$ cat config.mk
export PLATFORM = sky130hd
export DESIGN_NAME = regfile_mp
export DESIGN_NICKNAME = d
export VERILOG_FILES = /design/src/rtl/regfile_mp_pkg.sv /design/src/rtl/regfile_mp_clr_fsm.sv /design/src/rtl/regfile_mp.sv
export SDC_FILE = /design/constraint.sdc
export NUM_CORES = 2
export LEC_CHECK = 0
export CAP_MARGIN = 20
export CORE_UTILIZATION = 37
export DETAILED_ROUTE_END_ITERATION = 10
export PLACE_DENSITY = 0.63
export SLEW_MARGIN = 20
export SYNTH_ARGS = -nofsm -noshare
export SYNTH_HDL_FRONTEND = slang
export SYNTH_SLANG_ARGS = --single-unit
export TNS_END_PERCENT = 30
$ cat constraint.sdc
create_clock -name clk -period 5.1 [get_ports clk]
set_input_delay 0.765 -clock clk [delete_from_list [all_inputs] [get_ports clk]]
set_output_delay 0.765 -clock clk [all_outputs]
set_load 0.02 [all_outputs]
$ cat src/rtl/regfile_mp_pkg.sv
// Shared definitions for the multi-port register file: default sizing
// constants and the clear-sweep FSM state encoding.
package regfile_mp_pkg;

  localparam int unsigned DATA_W_DEF = 32;
  localparam int unsigned ADDR_W_DEF = 5;
  localparam int unsigned N_READ_DEF = 2;

  typedef enum logic {
    ST_IDLE  = 1'b0,
    ST_SWEEP = 1'b1
  } clr_state_e;

endpackage

$ cat src/rtl/regfile_mp_clr_fsm.sv
// Clear-sweep controller for regfile_mp. On clr_req_i in IDLE it walks the
// register index from the first clearable register up to DEPTH-1, asking the
// array to zero one register per cycle, then pulses clr_done_o once.
// Ports:
//   clk, clr_n     clock, asynchronous active-low reset
//   clr_req_i      start a sweep (ignored while sweeping)
//   busy_o         sweep in progress (registered)
//   w_ready_o      writes accepted, always ~busy_o (registered)
//   clr_done_o     one-cycle pulse in the cycle after the last clear (registered)
//   sweep_we_o     zero the register at sweep_idx_o on the next edge
//   sweep_idx_o    register currently being cleared
module regfile_mp_clr_fsm
  import regfile_mp_pkg::*;
#(
  parameter int unsigned ADDR_W   = ADDR_W_DEF,
  parameter int unsigned ZERO_REG = 1
) (
  input  logic              clk,
  input  logic              clr_n,
  input  logic              clr_req_i,
  output logic              busy_o,
  output logic              w_ready_o,
  output logic              clr_done_o,
  output logic              sweep_we_o,
  output logic [ADDR_W-1:0] sweep_idx_o
);

  localparam int unsigned DEPTH = 1 << ADDR_W;
  // One extra bit so the terminal compare never aliases through a wrap.
  localparam int unsigned IDX_W = ADDR_W + 1;
  localparam logic [IDX_W-1:0] IDX_FIRST = IDX_W'((ZERO_REG != 0) ? 1 : 0);
  localparam logic [IDX_W-1:0] IDX_LAST  = IDX_W'(DEPTH - 1);

  clr_state_e       state_q, state_d;
  logic [IDX_W-1:0] idx_q, idx_d;
  logic             busy_q, busy_d;
  logic             ready_q, ready_d;
  logic             done_q, done_d;

  // State and registered outputs.
  always_ff @(posedge clk or negedge clr_n) begin
    if (!clr_n) begin
      state_q <= ST_IDLE;
      idx_q   <= '0;
      busy_q  <= 1'b0;
      ready_q <= 1'b1;
      done_q  <= 1'b0;
    end else begin
      state_q <= state_d;
      idx_q   <= idx_d;
      busy_q  <= busy_d;
      ready_q <= ready_d;
      done_q  <= done_d;
    end
  end

  // Next-state logic.
  always_comb begin
    state_d = state_q;
    idx_d   = idx_q;
    busy_d  = busy_q;
    ready_d = ready_q;
    done_d  = 1'b0;
    case (state_q)
      ST_IDLE: begin
        if (clr_req_i) begin
          state_d = ST_SWEEP;
          idx_d   = IDX_FIRST;
          busy_d  = 1'b1;
          ready_d = 1'b0;
        end
      end
      ST_SWEEP: begin
        if (idx_q == IDX_LAST) begin
          state_d = ST_IDLE;
          idx_d   = '0;
          busy_d  = 1'b0;
          ready_d = 1'b1;
          done_d  = 1'b1;
        end else begin
          idx_d = idx_q + IDX_W'(1);
        end
      end
    endcase
  end

  assign busy_o      = busy_q;
  assign w_ready_o   = ready_q;
  assign clr_done_o  = done_q;
  assign sweep_we_o  = (state_q == ST_SWEEP);
  assign sweep_idx_o = idx_q[ADDR_W-1:0];

endmodule

$ cat src/rtl/regfile_mp.sv
// Parametrised multi-port register file: N_READ combinational read ports,
// two prioritised write ports (w1 = late/load writeback beats w0 = ALU
// writeback on an address clash) and a multi-cycle hardware clear sweep.
// Optional feature macro: REGFILE_MP_BYPASS_EN adds same-cycle
// write-to-read forwarding (w1 over w0); without it reads show array state.
// Ports:
//   clk, clr_n            clock, asynchronous active-low reset
//   r_number / data_out   packed read addresses / read data, port k at slice k
//   w0_* / w1_*           write ports (number, data, enable)
//   w_ready               writes accepted this cycle (low during a sweep)
//   clr_req               start a clear sweep
//   busy                  clear sweep in progress
//   clr_done              one-cycle pulse when the sweep finishes
module regfile_mp
  import regfile_mp_pkg::*;
#(
  parameter int unsigned DATA_W   = DATA_W_DEF,
  parameter int unsigned ADDR_W   = ADDR_W_DEF,
  parameter int unsigned N_READ   = N_READ_DEF,
  parameter int unsigned ZERO_REG = 1
) (
  input  logic                     clk,
  input  logic                     clr_n,
  input  logic [N_READ*ADDR_W-1:0] r_number,
  output logic [N_READ*DATA_W-1:0] data_out,
  input  logic [ADDR_W-1:0]        w0_number,
  input  logic [DATA_W-1:0]        w0_data,
  input  logic                     w0_en,
  input  logic [ADDR_W-1:0]        w1_number,
  input  logic [DATA_W-1:0]        w1_data,
  input  logic                     w1_en,
  output logic                     w_ready,
  input  logic                     clr_req,
  output logic                     busy,
  output logic                     clr_done
);

  localparam int unsigned DEPTH = 1 << ADDR_W;

  logic [DATA_W-1:0] mem_q [DEPTH];
  logic [DATA_W-1:0] mem_d [DEPTH];

  logic              sweep_we;
  logic [ADDR_W-1:0] sweep_idx;
  logic              w0_acc;
  logic              w1_acc;

  regfile_mp_clr_fsm #(
    .ADDR_W   (ADDR_W),
    .ZERO_REG (ZERO_REG)
  ) u_clr_fsm (
    .clk         (clk),
    .clr_n       (clr_n),
    .clr_req_i   (clr_req),
    .busy_o      (busy),
    .w_ready_o   (w_ready),
    .clr_done_o  (clr_done),
    .sweep_we_o  (sweep_we),
    .sweep_idx_o (sweep_idx)
  );

  // A write is accepted only when ready and not aimed at a hardwired zero.
  assign w0_acc = w0_en && w_ready && ((ZERO_REG == 0) || (w0_number != '0));
  assign w1_acc = w1_en && w_ready && ((ZERO_REG == 0) || (w1_number != '0));

  // Array update: w1 applied after w0 so it wins a same-address clash.
  // Sweep and writes are mutually exclusive because w_ready is low in SWEEP.
  always_comb begin
    mem_d = mem_q;
    if (w0_acc) mem_d[w0_number] = w0_data;
    if (w1_acc) mem_d[w1_number] = w1_data;
    if (sweep_we) mem_d[sweep_idx] = '0;
  end

  always_ff @(posedge clk or negedge clr_n) begin
    if (!clr_n) begin
      for (int unsigned i = 0; i < DEPTH; i++) mem_q[i] <= '0;
    end else begin
      mem_q <= mem_d;
    end
  end

  // Read ports.
  for (genvar k = 0; k < N_READ; k++) begin : g_rd
    logic [ADDR_W-1:0] ra;
    logic [DATA_W-1:0] rd;

    assign ra = r_number[k*ADDR_W +: ADDR_W];

    always_comb begin
      rd = mem_q[ra];
      if ((ZERO_REG != 0) && (ra == '0)) rd = '0;
`ifdef REGFILE_MP_BYPASS_EN
      // Forward in-flight write data; w1 checked last to keep its priority.
      if (w0_acc && (w0_number == ra)) rd = w0_data;
      if (w1_acc && (w1_number == ra)) rd = w1_data;
`endif
    end

    assign data_out[k*DATA_W +: DATA_W] = rd;
  end

endmodule

==> out/metrics.yaml <==
yosys:
  syn_avg_cell_area_um2: 11.1
  synth_compound_area_share_pct: 15.0
  synthMuxAreaShare_pct: 32.2
  syn_nets: 6237
  synth_edf_count: 0
  synth.top_cell.area_share_pct: 37.8
  synth_flop_cell: "dfrtp_1"
  yosysMostFrequentCell: "mux2i_1"
  synth.cell_area_um2: 68400
  ys_seq_area_share_pct: 37.8
  synth_simple_gate_area_share_pct: 8.25
  synth_adder_area_share_pct: 0.0732
  async_reset_ff_share_pct: 100
  synth.area.top_cells: "dfrtp_1 (38%), mux2i_1 (16%), mux4_2 (15%), a211oi_1 (11%), nor2_1 (5.7%)"
  synth_seq_cells: 1034
  yosys.area.top_type: "dfrtp_1"
  syn-instance-count: 6144
  synth-xor-area-share_pct: 0.0128
  ys_types: 61
  netlist_top_cells_count: "mux2i_1 (1117), a211oi_1 (1044), nor2_1 (1035)"
  synth_top_family_by_area: "multiplexers"
  yosys_warnings: 0
place:
  dp_hpwl_um: 186000
  place_inst: 8281
  place.gp.congestion: 0.984
  port_buffers: 155
  place_ws_ns: 0.106
power_and_ir_drop:
  max-vdd-ir-drop_mv: 0.301
  power.density_nw_per_um2: 489
  sw_frac_of_total_pct: 36.5
  intPower_mw: 23.6
  seqPwrFrac_pct: 40.2
  p_leak_nw: 32.3
  p_switching_mw: 13.6
  power_frac_clock_pct: 23.3
  combPwrFrac_pct: 36.6
global_routing:
  grt_overflow_total: 0
  antenna_found_initial: 13
  grt_usage_pct: 32.0
  grt_pass1_wl_um: 432000
  grt_pass1_vias: 57298
  grt_max_degree: 103
drt:
  first_iter_violations: 8781
  ant_nets: 0
  routed_wire_length_per_instance_um: 35.7
  via_per_inst: 6.91
  drt_pre_antenna_iters: 7
  route.detailed.drc: 0
  wl_um: 304000
  vias: 58711
clock_network:
  htreeDepth: 3
  clk_pin_slew_ns: 0.07
  clk_path_buf_depth: 3
  post_cts_resize_count: 0
  cts.sinks: 1034
  ctsHoldBuffers: 0
  post_cts_buffers: 0
  cts_root_buf: "clkbuf_16"
  cts_buffers: 110
  cts_tree: "built"
  clock_latency_ns: 0.79
sta:
  setup_viol: 0
  tightest_slew_ns: 1.28
  fin_worst_skew_ns: 0.0303
  timing_hold_violations_final: 0
  finalWorstSetupSlack_ns: 0.205
  fin_tns_setup_ns: 0
  timing.slew.headroom_pct: 14.1
  period_share_pct: 96.0
  period_needed_ns: 4.90
  max_clock_freq_mhz: 204
  drv_slew: 0
  rsz0062_at_grt: "no"
floorplan:
  start_util_pct: 37.3
  row_count: 157
  die_area_um2: 187000
  fp.coreArea_um2: 183000
  pin_count: 156
  die_w_um: 432
  die_h_um: 432
cells_and_area:
  final_cells: 8496
  fillerInstances: 16953
  drive_above_1_share_pct: 20.3
  layout.nets: 6026
  syn2layout_area_growth_pct: 11.1
  utilization_pct: 41.4
critical_path:
  critPathMaxFanout: 30
  path_class: "input port to output pin"
  worstSetupStartpointType: "input port"
  arrival_ns: 4.13
  required_ns: 4.34
  end_kind: "output pin"
min_path:
  hold_path_class: "input port to async pin"
outcome:
  outcome: "finished clean"
job:
  max-cap-violations: 0
## worst paths after layout
| path | start | endpoint | slack (ns) | cells past startpoint |
|---|---|---|---|---|
| min in group clk | mem_q[1017] | mem_q[1017] | 0.51 | 1 |
| max in group asynchronous | clr_n | mem_q[846] | 3.70 | 2 |
| setup / recovery | r_number[0] | data_out[9] | 0.20 | 8 |
| setup reg to reg | u_clr_fsm.sweep_we_o | mem_q[153] | 1.78 | 5 |
| hold reg to reg | mem_q[1017] | mem_q[1017] | 0.51 | 1 |
| hold / removal | clr_n | mem_q[799] | 0.09 | 1 |
## power by group through the flow
stage	Combinational [mW]	Sequential, mW	Clock, mW
after floorplan	9.37	13.7	0
after global placement	12.8	14.7	0
after detailed placement	13.1	14.8	0
after CTS	13.2	14.8	8.63
after global routing	14.2	15.3	8.94
final	13.6	14.9	8.66
## worst max-delay path: stages
cell,delay (ns)
buf_6,0.39
buf_4,0.43
and2_2,0.59
buf_4,0.41
a22oi_1,0.17
a311oi_1,0.87
buf_4,0.24
buf_4,0.14
## metal layers
metal	track usage, %	vias to the layer above	part of all wire, %
met5	0.0260	-	0.037
met3	11.0	1456	13
met1	39.2	29264	35
li1	-	22995	-
met4	25.3	16	9.4
met2	45.9	4980	42
## metrics by stage
stage / cell area, µm² / total power [mW] / hold WS (ns)
floorplan: 68400 / 23.1 / 0.467
global placement: 72000 / 27.5 / 0.484
detailed placement: 72100 / 28.0 / 0.492
CTS: 75900 / 36.6 / 0.161
global route: 76000 / 38.5 / 0.156
finish: 76000 / 37.2 / 0.0924
## flip-flops by register name (all words and copies together) (netlist names)
name                  cells
u_clr_fsm.clr_done_o      1
u_clr_fsm.idx_q           6
mem_q                  1024
u_clr_fsm.sweep_we_o      1
u_clr_fsm.w_ready_o       1
u_clr_fsm.busy_o          1
## cells by family (layout without fill, tap and decap cells)
family,after synthesis,in the layout
xor+xnor,1,1
fa+ha+maj,4,4
other cells,0,6
buf+inv,802,684
compound gates,1379,1379
mux,1629,1629
simple gates,1295,1295
flops,1034,1034
## area by class of cell
| cell class | instances | area (µm²) | share of cell area (%) |
|---|---|---|---|
| Multi-Input combinational cell | 4308 | 38600 | 50.8 |
| Sequential cell | 1034 | 25900 | 34.1 |
| Timing Repair Buffer | 473 | 4600 | 6.05 |
| Clock buffer | 166 | 3270 | 4.31 |
| Tap cell | 2464 | 3080 | 4.06 |
| Clock inverter | 39 | 469 | 0.618 |
| Inverter | 6 | 25.0 | 0.0329 |
| Antenna cell | 6 | 15.0 | 0.0198 |
## cell usage in the layout (no fill, tap or decap), types with 4 or more instances in the layout
master	n
nand2_2	13
nor2_4	38
inv_1	4
buf_2	13
a22oi_1	64
clkbuf_8	29
and2_1	35
buf_12	61
ha_1	4
nor3_2	4
nand3_1	6
nor2_8	8
a221oi_1	48
a211oi_2	8
a311oi_1	58
nand2_1	46
o21ai_1	9
buf_4	307
bufinv_16	8
a211oi_1	1044
nand3_4	31
o2111ai_1	16
nor2b_4	4
mux4_2	448
dfrtp_1	1033
nor2_1	1005
clkbuf_16	111
clkinv_2	21
mux2_2	64
a311oi_2	6
clkinvlp_4	4
clkbuf_1	26
buf_8	6
mux2i_1	1117
clkdlybuf4s50_1	81
a21oi_1	13
o21ai_0	103
a211o_1	4
nor2b_1	66
diode_2	6
No activity file was read; power rests on OpenSTA's default activity.
